[src/rtl/sha256_msg_padder_if.sv]
// Stream bundle around the SHA-256 message padder: message words in, padded words out.
// The environment (source + sink) takes the master view, the padder the slave view.
interface sha256_msg_padder_if;
   logic        in_valid;
   logic        in_ready;
   logic [31:0] in_data;
   logic        in_last;
   logic        out_valid;
   logic        out_ready;
   logic [31:0] out_data;
   logic        out_block_last;
   logic        out_msg_last;

   modport master (
      output in_valid, in_data, in_last, out_ready,
      input  in_ready, out_valid, out_data, out_block_last, out_msg_last
   );

   modport slave (
      input  in_valid, in_data, in_last, out_ready,
      output in_ready, out_valid, out_data, out_block_last, out_msg_last
   );
endinterface

[src/rtl/sha256_msg_padder.sv]
// Streaming SHA-256 pre-processor: forwards message words, then appends 0x80000000,
// zero fill and the 64-bit bit length so the output is a whole number of 512-bit blocks.
module sha256_msg_padder #(
   parameter int CNT_W = 16
) (
   input  logic               clk,
   input  logic               reset,
   sha256_msg_padder_if.slave bus,
   output logic               busy,
   output logic               overflow
);

   typedef enum logic [2:0] {PASS, PAD80, ZERO, LEN_HI, LEN_LO, DONE} state_t;

   // Last count value at which another non-final word is still accepted.
   localparam logic [CNT_W-1:0] CNT_LAST = {{(CNT_W-1){1'b1}}, 1'b0};

   state_t           state, state_nxt;
   logic [3:0]       pos;
   logic [CNT_W-1:0] cnt;
   logic [63:0]      len;
   logic             can_load;
   logic             in_fire;
   logic             out_fire;
   logic             load;
   logic [31:0]      load_data;
   logic             load_msg_last;
   logic             ovf_nxt;

   assign can_load     = !bus.out_valid || bus.out_ready;
   assign bus.in_ready = (state == PASS) && can_load && !reset;
   assign in_fire      = bus.in_valid && bus.in_ready;
   assign out_fire     = bus.out_valid && bus.out_ready;
   assign len          = 64'({cnt, 5'b0});

   always_ff @(posedge clk or posedge reset) begin
      if (reset) state <= PASS;
      else       state <= state_nxt;
   end

   always_comb begin
      state_nxt     = state;
      load          = 1'b0;
      load_data     = '0;
      load_msg_last = 1'b0;
      ovf_nxt       = 1'b0;
      case (state)
         PASS: begin
            if (in_fire) begin
               load      = 1'b1;
               load_data = bus.in_data;
               if (bus.in_last) begin
                  state_nxt = PAD80;
               end else if (cnt == CNT_LAST) begin
                  ovf_nxt   = 1'b1;
                  state_nxt = PAD80;
               end
            end
         end
         PAD80: begin
            if (can_load) begin
               load      = 1'b1;
               load_data = 32'h8000_0000;
               state_nxt = (pos == 4'd13) ? LEN_HI : ZERO;
            end
         end
         ZERO: begin
            if (can_load) begin
               load = 1'b1;
               if (pos == 4'd13) state_nxt = LEN_HI;
            end
         end
         LEN_HI: begin
            if (can_load) begin
               load      = 1'b1;
               load_data = len[63:32];
               state_nxt = LEN_LO;
            end
         end
         LEN_LO: begin
            if (can_load) begin
               load          = 1'b1;
               load_data     = len[31:0];
               load_msg_last = 1'b1;
               state_nxt     = DONE;
            end
         end
         DONE: begin
            if (out_fire) state_nxt = PASS;
         end
         default: state_nxt = PASS;
      endcase
   end

   // Output register stage: loads when empty or draining, otherwise holds.
   always_ff @(posedge clk or posedge reset) begin
      if (reset) begin
         bus.out_valid      <= 1'b0;
         bus.out_data       <= '0;
         bus.out_block_last <= 1'b0;
         bus.out_msg_last   <= 1'b0;
         pos                <= '0;
         cnt                <= '0;
         busy               <= 1'b0;
         overflow           <= 1'b0;
      end else begin
         overflow <= ovf_nxt;
         if (load) begin
            bus.out_valid      <= 1'b1;
            bus.out_data       <= load_data;
            bus.out_block_last <= (pos == 4'd15);
            bus.out_msg_last   <= load_msg_last;
            pos                <= pos + 4'd1;
         end else if (out_fire) begin
            bus.out_valid <= 1'b0;
         end
         if (in_fire) begin
            cnt  <= cnt + CNT_W'(1);
            busy <= 1'b1;
         end
         if ((state == DONE) && out_fire) begin
            cnt  <= '0;
            busy <= 1'b0;
            pos  <= '0;
         end
      end
   end

endmodule

[src/flat_wrapper.sv]
// flat-port wrapper written by rule: the top's interface ports become plain ports
module sha256_msg_padder_flat 
#(
   parameter int CNT_W = 16
)
  (clk, reset, busy, overflow, bus_in_valid, bus_in_data, bus_in_last, bus_out_ready, bus_in_ready, bus_out_valid, bus_out_data, bus_out_block_last, bus_out_msg_last);
  sha256_msg_padder_if bus_i ();
  input  logic clk;
  input  logic reset;
  output logic busy;
  output logic overflow;
  input wire logic [$bits(bus_i.in_valid)-1:0] bus_in_valid;
  input wire logic [$bits(bus_i.in_data)-1:0] bus_in_data;
  input wire logic [$bits(bus_i.in_last)-1:0] bus_in_last;
  input wire logic [$bits(bus_i.out_ready)-1:0] bus_out_ready;
  output wire logic [$bits(bus_i.in_ready)-1:0] bus_in_ready;
  output wire logic [$bits(bus_i.out_valid)-1:0] bus_out_valid;
  output wire logic [$bits(bus_i.out_data)-1:0] bus_out_data;
  output wire logic [$bits(bus_i.out_block_last)-1:0] bus_out_block_last;
  output wire logic [$bits(bus_i.out_msg_last)-1:0] bus_out_msg_last;
  assign bus_i.in_valid = bus_in_valid;
  assign bus_i.in_data = bus_in_data;
  assign bus_i.in_last = bus_in_last;
  assign bus_i.out_ready = bus_out_ready;
  assign bus_in_ready = bus_i.in_ready;
  assign bus_out_valid = bus_i.out_valid;
  assign bus_out_data = bus_i.out_data;
  assign bus_out_block_last = bus_i.out_block_last;
  assign bus_out_msg_last = bus_i.out_msg_last;
  sha256_msg_padder #(.CNT_W(CNT_W)) u_core (.clk(clk), .reset(reset), .bus(bus_i), .busy(busy), .overflow(overflow));
endmodule
[config.mk]
export PLATFORM = sky130hd
export DESIGN_NAME = sha256_msg_padder_flat
export DESIGN_NICKNAME = d
export VERILOG_FILES = /design/src/rtl/sha256_msg_padder_if.sv /design/src/rtl/sha256_msg_padder.sv /design/src/flat_wrapper.sv
export SDC_FILE = /design/constraint.sdc
export NUM_CORES = 1
export LEC_CHECK = 0
export ABC_CLOCK_PERIOD_IN_PS = 2600
export BUFFER_PORTS_ARGS = -buffer_cell sky130_fd_sc_hd__buf_2
export CAP_MARGIN = 20
export CORE_UTILIZATION = 40
export CTS_CLUSTER_SIZE = 8
export DETAILED_ROUTE_END_ITERATION = 6
export GPL_ROUTABILITY_DRIVEN = 0
export PLACE_DENSITY = 0.61
export SETUP_SLACK_MARGIN = 0.5
export SLEW_MARGIN = 20
export SYNTH_ARGS = -nofsm -noshare
export SYNTH_HDL_FRONTEND = slang
export SYNTH_SLANG_ARGS = --single-unit
[constraint.sdc]
create_clock -name clk -period 2.6 [get_ports clk]
set_input_delay 0.52 -clock clk [delete_from_list [all_inputs] [get_ports clk]]
set_output_delay 0.52 -clock clk [all_outputs]
set_load 0.01 [all_outputs]
# --- Word-level counts from Yosys, hierarchy flattened ---
# Index checks and enable logic that the tools add are counted.
totals:
  ff_bits: 60
  input_bits: 37
  output_inout_bits: 38
  elab_cells: 72
classes:
  n_addsub: 2
  eq_ne: 16
  muxes: 31
  n_reduce_logical: 14
op_table:
  columns: ["cell", "n"]
  rows:
  - ["32-bit case mux with 3 select lines", 1]
  - ["32-bit 2-to-1 mux", 2]
  - ["16-bit 2-to-1 mux", 2]
  - ["3-bit 2-to-1 mux", 9]
  - ["21-bit 2-to-1 mux", 1]
  - ["3-bit case mux with 6 select lines", 1]
  - ["16-bit by 1-bit adder with 16-bit output, second input constant", 1]
  - ["16-bit equality test, second input constant", 1]
  - ["2-bit by 1-bit inequality test with 1-bit output, second input constant", 7]
  - ["1-bit 2-to-1 mux", 12]
  - ["4-bit equality test, second input constant", 2]
  - ["4-bit 2-to-1 mux", 2]
  - ["8-bit AND reduction", 1]
  - ["3-bit by 2-bit equality test with 1-bit output, second input constant", 2]
  - ["3-bit equality test, second input constant", 2]
  - ["2-bit nonzero test", 3]
  - ["1-bit logical AND", 5]
  - ["4-bit by 1-bit adder with 4-bit output, second input constant", 1]
  - ["4-bit OR reduction", 1]
  - ["3-bit by 1-bit equality test with 1-bit output, second input constant", 1]
  - ["3-bit logical NOT", 1]
  - ["3-bit inequality test, second input constant", 1]
  - ["1-bit logical NOT", 2]
  - ["1-bit case mux with 2 select lines", 1]
  - ["1-bit logical OR", 1]

# --- Longest topological paths before layout ---
# Gate-level depths: netlist (run 1).
depth:
  word_depth: 9
  ltp_mapped: 8
  mapped_depth_nobuf: 6

# --- Worst setup path before layout (run 1) ---
# No wires, ideal clock.
synth_timing:
  path_kind: "register -> output"
  startpoint: "register u_core.state[2]"
  endpoint: "output bus_in_ready"
  arrival_ns: 1.233
  t_required_ns: 2.080
  path_slack_ns: 0.847
  stages_incl_launch_ff: 4
  n_path_buf: 1
  cell_sequence: "dfrtp_1 > buf_2 > or3_1 > nor3_1"
synth_via:
  elab_chain_cells: 3
synth_lines:
  columns: ["element", "line", "text"]
  rows:
  - ["from (decl)", "sha256_msg_padder.sv:18", "state_t state, state_nxt;"]
  - ["from (signal assigned)", "sha256_msg_padder.sv:38", "else state <= state_nxt;"]
  - ["3-bit logical NOT", "sha256_msg_padder.sv:31", "assign bus.in_ready = (state == PASS) && can_load && !reset;"]
  - ["1-bit logical AND (2 in series)", "sha256_msg_padder.sv:31", null]
  - ["to (decl)", "flat_wrapper.sv:16", "output wire logic [$bits(bus_i.in_ready)-1:0] bus_in_ready;"]
# No other way between the ends.

# --- Final worst setup path (run 1) ---
# Same ends and word-level chain as after synthesis.

==> flow_metrics.tcl, run 1 <==
set metrics [dict create \
    status "finished, final reports clean" \
    rsz0062_at_grt "false" \
    synth_warnings 0 \
    clk_path_buf_depth 2 \
    drv_cap 0 \
    grt_pass1_wl_um 10700 \
    vias 2367 \
    cts_root_buf "clkbuf_8" \
    hp-class "primary input to async pin" \
    cp.required_ns 2.08 \
    syn-num-nets 299 \
    ys_types 40 \
    worst_pin_slew_ns 0.430 \
    die_x_um 86.0 \
    antenna_found_initial 0 \
    cp_cell_sequence "or3_1 > nor3_1 > buf_2" \
    max_stage_delay_ns 0.48 \
    crit_arrival_ns 1.51 \
    drt_iter0_markers 63 \
    drtAntennaViolNets 0 \
    netlist_area_mm2 0.00282 \
    powerDensity_mw_per_mm2 1020 \
    slowest_stage "dfrtp_2" \
    cts_max_level 3 \
    r2r_end "u_core.cnt[8]" \
    finalNonFillerCells 445 \
    grt-ovfl-total 0 \
    ir_drop_mv 0.417 \
    p_switching_uw 1320 \
    grt_usage_pct 18.8 \
    fmax_ghz 0.492 \
    clockPowerShare_pct 26.3 \
    fin_area_mm2 0.00363 \
    start_kind "flip-flop" \
    synth-xor-area-share_pct 0.930 \
    skew_ns 0.00950 \
    max-slew-margin-rel_pct 71.2 \
    reg2reg_depth 5 \
    netSwitchingFraction_pct 35.8 \
    final_common_cell "buf_2" \
    synth_mux_area_share_pct 2.13 \
    cts_sinks 60 \
    placed_area_mm2 0.00330 \
    drive_gt1_share_pct 33.5 \
    critPathMaxFanout 10 \
    combPwrFrac_pct 36.0 \
    r2r-start "u_core.state[2]" \
    slew_violations 0 \
    rows 30 \
    layout_common_cells "buf_2 (74), dfrtp_1 (57), a22o_1 (28)" \
    hpwlAfterDp_um 4600 \
    routedWlPerCell_um 15.2 \
    syn_to_final_growth_pct 28.4 \
    synthCells 258 \
    synth-simple-area-share_pct 16.9 \
    intPower_uw 2360 \
    fp.dieH_um 86.0 \
    setup_viol 0 \
    nets 385 \
    clock_latency_ns 0.33 \
    min_period_ns 2.03 \
    drc 0 \
    dr.pass1.iters 4 \
    syn_avg_cell_area_um2 10.9 \
    core_area_mm2 0.00679 \
    cts_tree "built" \
    port_buffers 74 \
    synth_top_family_by_area "compound AO/OA/AOI/OAI gates" \
    critPathKind "flip-flop to output port" \
    vias_per_cell 5.32 \
    synth.ff_latch_count 60 \
    hold_viol 0 \
    ioPinCount 75 \
    yosysSeqAreaShare_pct 53.2 \
    antennaDiodeCount 0 \
    leakage_uw 0.00191 \
    numCtsBuffers 9 \
    dieArea_mm2 0.00740 \
    fin_crit_sh_pct 78.2 \
    drt-total-wl_um 6760 \
    grt_max_degree 49 \
    first_global_vias 2115 \
    dp.cells 417 \
    synth-adder-area-share_pct 1.77 \
    n_fill_cell 623 \
    start_util_pct 41.6 \
    reg2reg_slack_ns 0.63 \
    fin_util_pct 53.4 \
    multi_input_area_mm2 0.00120 \
    synth_compound_area_share_pct 20.8 \
    cts.clk_slew.worst_paths_ns 0.07 \
    endpoint_kind "output port" \
    fin_setup_tns_ns 0 \
    p_seq_share_pct 37.6 \
    regArea_mm2 0.00151 \
]
## synthesized netlist by cell type
master	count	share of area (%)
clkbuf_1	4	0.53
nor2b_1	1	0.22
a2bb2oi_1	1	0.31
a31oi_1	1	0.22
nand2b_1	1	0.22
or2_2	1	0.22
buf_6	1	0.40
nand3_2	1	0.35
a22oi_1	3	0.80
nor3_4	1	0.58
xnor2_1	2	0.62
a221o_1	1	0.35
and3_1	4	0.89
nor4_1	1	0.22
ha_1	4	1.8
or3_1	4	0.89
o31ai_1	8	2.1
nand2_1	20	2.7
nor3_1	4	0.71
and3b_1	1	0.31
a22o_1	28	8.7
xor2_1	1	0.31
or4_1	10	2.7
nor2_1	7	0.93
nand4_4	1	0.75
dfrtp_1	60	53
and2b_1	1	0.27
buf_2	8	1.4
inv_1	7	0.93
buf_4	4	1.1
nand3_1	15	2.7
and4_1	2	0.62
a21o_1	14	3.7
nor4b_4	1	0.84
a21oi_1	12	2.1
nand4_1	3	0.66
a311oi_1	1	0.31
and2_1	1	0.22
mux2i_1	6	2.1
o21ai_0	12	2.1
## how the worst max path moves through the flow
stage                     from                         to  slack (ns)
2_1_floorplan            reset  u_core.bus.out_block_last        0.60
4_1_cts        u_core.state[2]               bus_in_ready        0.51
6_report       u_core.state[2]               bus_in_ready        0.57
3_5_place_dp     bus_out_ready    u_core.bus.out_data[31]        0.52
3_3_place_gp     bus_out_ready    u_core.bus.out_data[31]        0.60
5_1_grt        u_core.state[2]               bus_in_ready        0.50
## metrics by stage
stage          power, µW  hold slack, ns  worst slack [ns]
3_5_place_dp        2600           0.460             0.519
4_1_cts             3580           0.151             0.512
6_report            3680           0.156             0.567
3_3_place_gp        2570           0.452             0.600
2_1_floorplan       2180           0.461             0.595
5_1_grt             3910           0.161             0.497
## per-layer routing
layer  track usage (%)  share of wire [%]
met1              25.6                 47
met2              29.2                 47
met3              5.29                4.9
met4              5.45               0.90
met5                 0                  0
## power by group through the flow
stage / logic [µW] / registers [µW] / clock network [µW]
after floorplan: 734 / 1440 / 0
after global routing: 1460 / 1420 / 1030
after detailed placement: 1160 / 1450 / 0
after CTS: 1160 / 1440 / 989
final: 1330 / 1390 / 969
after global placement: 1140 / 1440 / 0
## worst max-delay path: cells and delay by family (launching register included)
family	cells	cell delay [ns]
buffers and inverters	1	0.15
DFF	1	0.48
and+or+nand+nor	2	0.55
## layout make-up
cell class	instances	area share, %
Sequential cell	60	41.5
Multi-Input combinational cell	174	33.1
Timing Repair Buffer	92	15.0
Clock buffer	10	3.79
Tap cell	96	3.31
Clock inverter	6	2.62
Inverter	7	0.724
## repair_timing
action                     4_1_cts  5_1_grt
gates resized for setup          3        0
setup endpoints to repair        1        1
pin swaps                        0        0
hold endpoints to repair         0        0
buffers inserted                 0       12
hold buffers                     0        0
## flip-flops by register name, indices dropped and copies added (netlist names)
register / count
u_core.bus.out_msg_last: 1
u_core.overflow: 1
u_core.busy: 1
u_core.state: 3
u_core.bus.out_valid: 1
u_core.bus.out_block_last: 1
u_core.bus.out_data: 32
u_core.cnt: 16
u_core.pos: 4
## kinds of logic after synthesis
kind of cell / after synthesis
fa+ha+maj: 4
simple gates: 80
compound gates: 81
xor+xnor: 3
buf+inv: 24
mux: 6
flops: 60
No activity file was read; power rests on OpenSTA's default activity.
==> inputs of run 2 (changes only) <==
--- a/config.mk
+++ b/config.mk
@@ -5,7 +5,7 @@
 export SDC_FILE = /design/constraint.sdc
 export NUM_CORES = 1
 export LEC_CHECK = 0
-export ABC_CLOCK_PERIOD_IN_PS = 2600
+export ABC_CLOCK_PERIOD_IN_PS = 1900
 export BUFFER_PORTS_ARGS = -buffer_cell sky130_fd_sc_hd__buf_2
 export CAP_MARGIN = 20
 export CORE_UTILIZATION = 40
==> constraint.sdc (replaced) <==
create_clock -name clk -period 1.9 [get_ports clk]
set_input_delay 0.38 -clock clk [delete_from_list [all_inputs] [get_ports clk]]
set_output_delay 0.38 -clock clk [all_outputs]
set_load 0.01 [all_outputs]
==> run 2 against run 1 <==
Die area unchanged. Critical path type unchanged. Largest cell class is now multi-input gates. Critical path depth increased by 1. Highest routed layer unchanged. Cell area increased by 26%.
==> flow_metrics.tcl, run 2 (synthesis results as in run 1) <==
set metrics [dict create \
    drt-total-wl_um 8910 \
    top_regs "u_core.bus.out_data (32), u_core.cnt (16), u_core.pos (4)" \
    max-slew-margin-rel_pct 66.6 \
    nets 430 \
    crit_path_end "bus_in_ready" \
    fin_crit_sh_pct 97.7 \
    crit_arrival_ns 1.48 \
    r2r-start "u_core.state[1]" \
    dr.max_layer_used "met4" \
    drv_cap 0 \
    whs_ns 0.0472 \
    fin_setup_tns_ns 0 \
    syn_to_final_growth_pct 62.3 \
    fmax_ghz 0.539 \
    reg2reg_slack_ns 0.07 \
    r2r_end "u_core.cnt[13]" \
    setup_viol 0 \
    grt_pass1_wl_um 13400 \
    placed_area_mm2 0.00342 \
    cts_hold_buf 0 \
    dieArea_mm2 0.00740 \
    crit_buf_inv 2 \
    numCtsBuffers 9 \
    status "finished, final reports clean" \
    grt-ovfl-total 0 \
    cp_cell_sequence "buf_6 > or3_4 > nor3_2 > buf_2" \
    cts_sinks 60 \
    core_area_mm2 0.00679 \
    die_x_um 86.0 \
    start_util_pct 41.6 \
    drtAntennaViolNets 0 \
    cts_root_buf "clkbuf_8" \
    slew_violations 0 \
    layout_common_cells "buf_2 (74), dfrtp_1 (57), a22o_1 (28), buf_4 (28), nand2_1 (16)" \
    crit_cells 4 \
    slowest_stage "dfrtp_2" \
    rows 30 \
    grt_max_degree 47 \
    clk_path_buf_depth 2 \
    n_fill_cell 492 \
    vias 2677 \
    clock_latency_ns 0.33 \
    hpwlAfterDp_um 4620 \
    cts.clk_slew.worst_paths_ns 0.07 \
    reg2reg_depth 7 \
    min_period_ns 1.86 \
    leakage_uw 0.00228 \
    final_common_cell "buf_2" \
    max_stage_delay_ns 0.41 \
    cp.required_ns 1.52 \
    largest_register_ffs 32 \
    antennaDiodeCount 0 \
    critPathMaxFanout 2 \
    grt_usage_pct 24.0 \
    fin_area_mm2 0.00458 \
    fp.dieH_um 86.0 \
    drive_gt1_share_pct 54.3 \
    cts_tree "built" \
    port_buffers 74 \
    ioPinCount 75 \
    powerDensity_mw_per_mm2 1390 \
    routedWlPerCell_um 18.2 \
    path_delay_family "simple AND/OR/NAND/NOR gates" \
    ir_drop_mv 0.498 \
    drc 0 \
    endpoint_kind "output port" \
    vias_per_cell 5.46 \
    met3_length_um 526 \
    critPathKind "flip-flop to output port" \
    antenna_found_initial 0 \
    start_kind "flip-flop" \
    first_global_vias 2531 \
    wl_met2_um 4350 \
    fin_util_pct 67.5 \
    dr.pass1.iters 4 \
    drt-met1-wl_um 3840 \
    hold_viol 0 \
    rsz0062_at_grt "true" \
    worst_pin_slew_ns 0.499 \
    skew_ns 0.00672 \
    drt_iter0_markers 125 \
    cts_max_level 3 \
    hp-class "primary input to async pin" \
    startpoint "u_core.state[2]" \
    top_register "u_core.bus.out_data" \
]
-- run 2: cell types whose count changed in the layout (fill, tap and decap cells not counted), moves of 7 or more --
| cell | change |
|---|---|
| buf_6 | +15 |
| buf_4 | +13 |
| or4_1 | -9 |
| or4_4 | +9 |
| a21oi_1 | -8 |
| a21oi_2 | +8 |
| nand3_1 | -8 |
| buf_16 | +7 |
-- run 2: repair_timing --
item,4_1_cts,5_1_grt
endpoints found under the setup margin,58,60
gates resized for setup,52,45
gates cloned,8,1
pin swaps,26,27
setup buffers,29,9
-- run 2: per-stage QoR --
stage	setup slack, ns	std cells	power (µW)
finish	0.0445	490	6380
global route	-0.0210	490	6690
floorplan	0.353	258	3130
detailed placement	-0.00470	427	3720
global placement	0.0417	427	3670
CTS	0.0419	480	6000
-- run 2: power breakdown --
group	total (µW)	leakage, µW	internal [µW]	switching, µW
Combinational	3350	0.00138	1810	1540
Sequential	1890	0.000798	1620	267
Clock	1150	0.000100	641	508
Total	6380	0.00228	4070	2320
-- run 2: final cells by class --
type                    count  area, µm²  share of cell area (%)
multi-input cells         175       1560                    34.0
inverters                   7       30.0                   0.655
repair buffers            136       1180                    25.7
flip-flops and latches     60       1510                    32.8
well taps                  96        120                    2.62
clock inverters             4       48.8                    1.06
clock buffers              12        145                    3.17
-- run 2: routing by layer --
layer | vias to the layer above | GRT usage (%)
li1 | 1246 | -
met3 | 15 | 4.23
met5 | - | 0
met1 | 1321 | 32.9
met2 | 95 | 38.3
met4 | 0 | 8.79
-- run 2: worst min-delay path by stage --
| stage | from | end |
|---|---|---|
| final | reset | u_core.overflow |
| after global routing | reset | u_core.bus.out_data[13] |
| after CTS | reset | u_core.overflow |
| after detailed placement | reset | u_core.overflow |
| after global placement | reset | u_core.overflow |
| after floorplan | bus_in_last | u_core.overflow |
==> inputs of run 3 (changes only) <==
--- a/config.mk
+++ b/config.mk
@@ -8,11 +8,14 @@
 export ABC_CLOCK_PERIOD_IN_PS = 1900
 export BUFFER_PORTS_ARGS = -buffer_cell sky130_fd_sc_hd__buf_2
 export CAP_MARGIN = 20
+export CORE_ASPECT_RATIO = 0.5
 export CORE_UTILIZATION = 40
 export CTS_CLUSTER_SIZE = 8
 export DETAILED_ROUTE_END_ITERATION = 6
 export GPL_ROUTABILITY_DRIVEN = 0
 export PLACE_DENSITY = 0.61
+export RECOVER_POWER = 25
+export REMOVE_ABC_BUFFERS = 1
 export SETUP_SLACK_MARGIN = 0.5
 export SLEW_MARGIN = 20
 export SYNTH_ARGS = -nofsm -noshare
==> run 3 against run 2 <==
Sequential power about the same. Setup slack got worse by 0.0024 ns. Fmax decreased by 0.13%. Cell area decreased by 8.2%. Final cell count decreased by 6.1%. Clock skew decreased by 0.0016 ns. Register-to-register slack improved by 0.04 ns.
==> flow_metrics.tcl, run 3 (synthesis results as in run 1) <==
set metrics [dict create \
    drt_iter0_markers 103 \
    routedWlPerCell_um 17.1 \
    top_regs "u_core.bus.out_data (32), u_core.cnt (16), u_core.pos (4)" \
    status "finished, final reports clean" \
    vias_per_cell 5.49 \
    nets 404 \
    hold_path_startpoint "bus_in_last" \
    setup_viol 0 \
    leakage_uw 0.00217 \
    vias 2525 \
    crit_arrival_ns 1.48 \
    grt_pass1_wl_um 12700 \
    cp.required_ns 1.52 \
    endpoint_kind "output port" \
    cts_tree "built" \
    dp.cells 420 \
    syn_to_final_growth_pct 49.0 \
    critPathMaxFanout 4 \
    slew_violations 0 \
    cts_root_buf "clkbuf_16" \
    ir_drop_mv 0.550 \
    top_register "u_core.bus.out_data" \
    port_buffers 74 \
    drc 0 \
    min_period_ns 1.86 \
    start_util_pct 41.8 \
    whs_ns 0.211 \
    clock_latency_ns 0.33 \
    die_x_um 121 \
    drt-total-wl_um 7860 \
    layout_common_cells "buf_2 (74), dfrtp_1 (57), a22o_1 (28)" \
    n_fill_cell 548 \
    clk_path_buf_depth 2 \
    rsz0062_at_grt "true" \
    reg2reg_depth 5 \
    min_path_cells 2 \
    grt-ovfl-total 0 \
    antenna_found_initial 0 \
    powerDensity_mw_per_mm2 1560 \
    fin_crit_sh_pct 97.8 \
    dieArea_mm2 0.00742 \
    core_area_mm2 0.00675 \
    hpwlAfterDp_um 4650 \
    skew_ns 0.00513 \
    hp-class "primary input to flip-flop" \
    final_common_cell "buf_2" \
    first_global_vias 2433 \
    worst_pin_slew_ns 1.45 \
    ioPinCount 75 \
    largest_register_ffs 32 \
    rows 21 \
    hold_viol 0 \
    critPathKind "flip-flop to output port" \
    finalNonFillerCells 460 \
    cts.clk_slew.worst_paths_ns 0.05 \
    grt_max_degree 61 \
    dr.pass1.iters 4 \
    fp.dieH_um 61.4 \
    cts_sinks 60 \
    drive_gt1_share_pct 41.8 \
    numCtsBuffers 9 \
    start_kind "flip-flop" \
    max-slew-margin-rel_pct 3.02 \
    drtAntennaViolNets 0 \
    fmax_ghz 0.538 \
    startpoint "u_core.state[1]" \
    drv_cap 0 \
    fin_util_pct 62.3 \
    grt_usage_pct 23.4 \
    r2r-start "u_core.state[2]" \
    cts_max_level 3 \
    antennaDiodeCount 0 \
]
run 3: cell count changes in the layout (fill, tap and decap cells not counted), sizes merged:
cell	delta
clkinvlp	+1
clkinv	-2
bufinv	+1
bufbuf	+5
inv	+1
buf	-31
clkbuf	-1
run 3: area by class of cell:
type / count / area (µm²) / area share [%]
Tap cell: 92 / 115 / 2.74
Clock inverter: 5 / 83.8 / 1.99
Timing Repair Buffer: 110 / 896 / 21.3
Inverter: 7 / 26.3 / 0.625
Clock buffer: 11 / 253 / 6.01
Sequential cell: 60 / 1510 / 35.8
Multi-Input combinational cell: 175 / 1330 / 31.6
run 3: report_power, final:
part	switching (µW)	total [µW]	internal [µW]
Sequential	256	1880	1620
Combinational	1310	2880	1570
Clock	579	1800	1220
run 3: critical path, stage by stage, from the launching register on:
cell     delay [ns]
dfrtp_2        0.41
buf_6          0.13
or3_4          0.37
nor3_2         0.10
buf_2          0.14
run 3: routing by layer:
metal / global-route usage, % / wire length [µm]
met1: 33.3 / 3580
met5: 0 / 0
met4: 9.17 / 61
met3: 5.28 / 654
met2: 35.6 / 3570
run 3: metrics by stage:
stage | instance area, µm² | TNS (ns) | worst slack [ns] | power (µW)
floorplan | 2730 | -2.01 | -0.138 | 2870
global placement | 3360 | 0 | 0.0650 | 3580
detailed placement | 3360 | -0.0230 | -0.0230 | 3650
CTS | 4210 | -0.0344 | -0.0344 | 6550
global route | 4210 | -0.0135 | -0.00929 | 6940
finish | 4210 | 0 | 0.0421 | 6560
run 3: path summary, 6_finish.rpt:
check | end | slack (ns)
worst max-delay path | bus_in_ready | 0.04
max in group asynchronous | u_core.state[1] | 0.37
worst min register to register | u_core.bus.out_data[6] | 0.47
worst min-delay path | u_core.overflow | 0.21
worst max register to register | u_core.bus.out_data[25] | 0.11
min in group asynchronous | u_core.overflow | 0.57
run 3: what timing repair did:
item,4_1_cts,5_1_grt
pin swaps,14,2
setup buffers,16,0
gates resized for setup,37,2
setup endpoints to repair,59,59
gates cloned,8,0
hold buffers,0,0
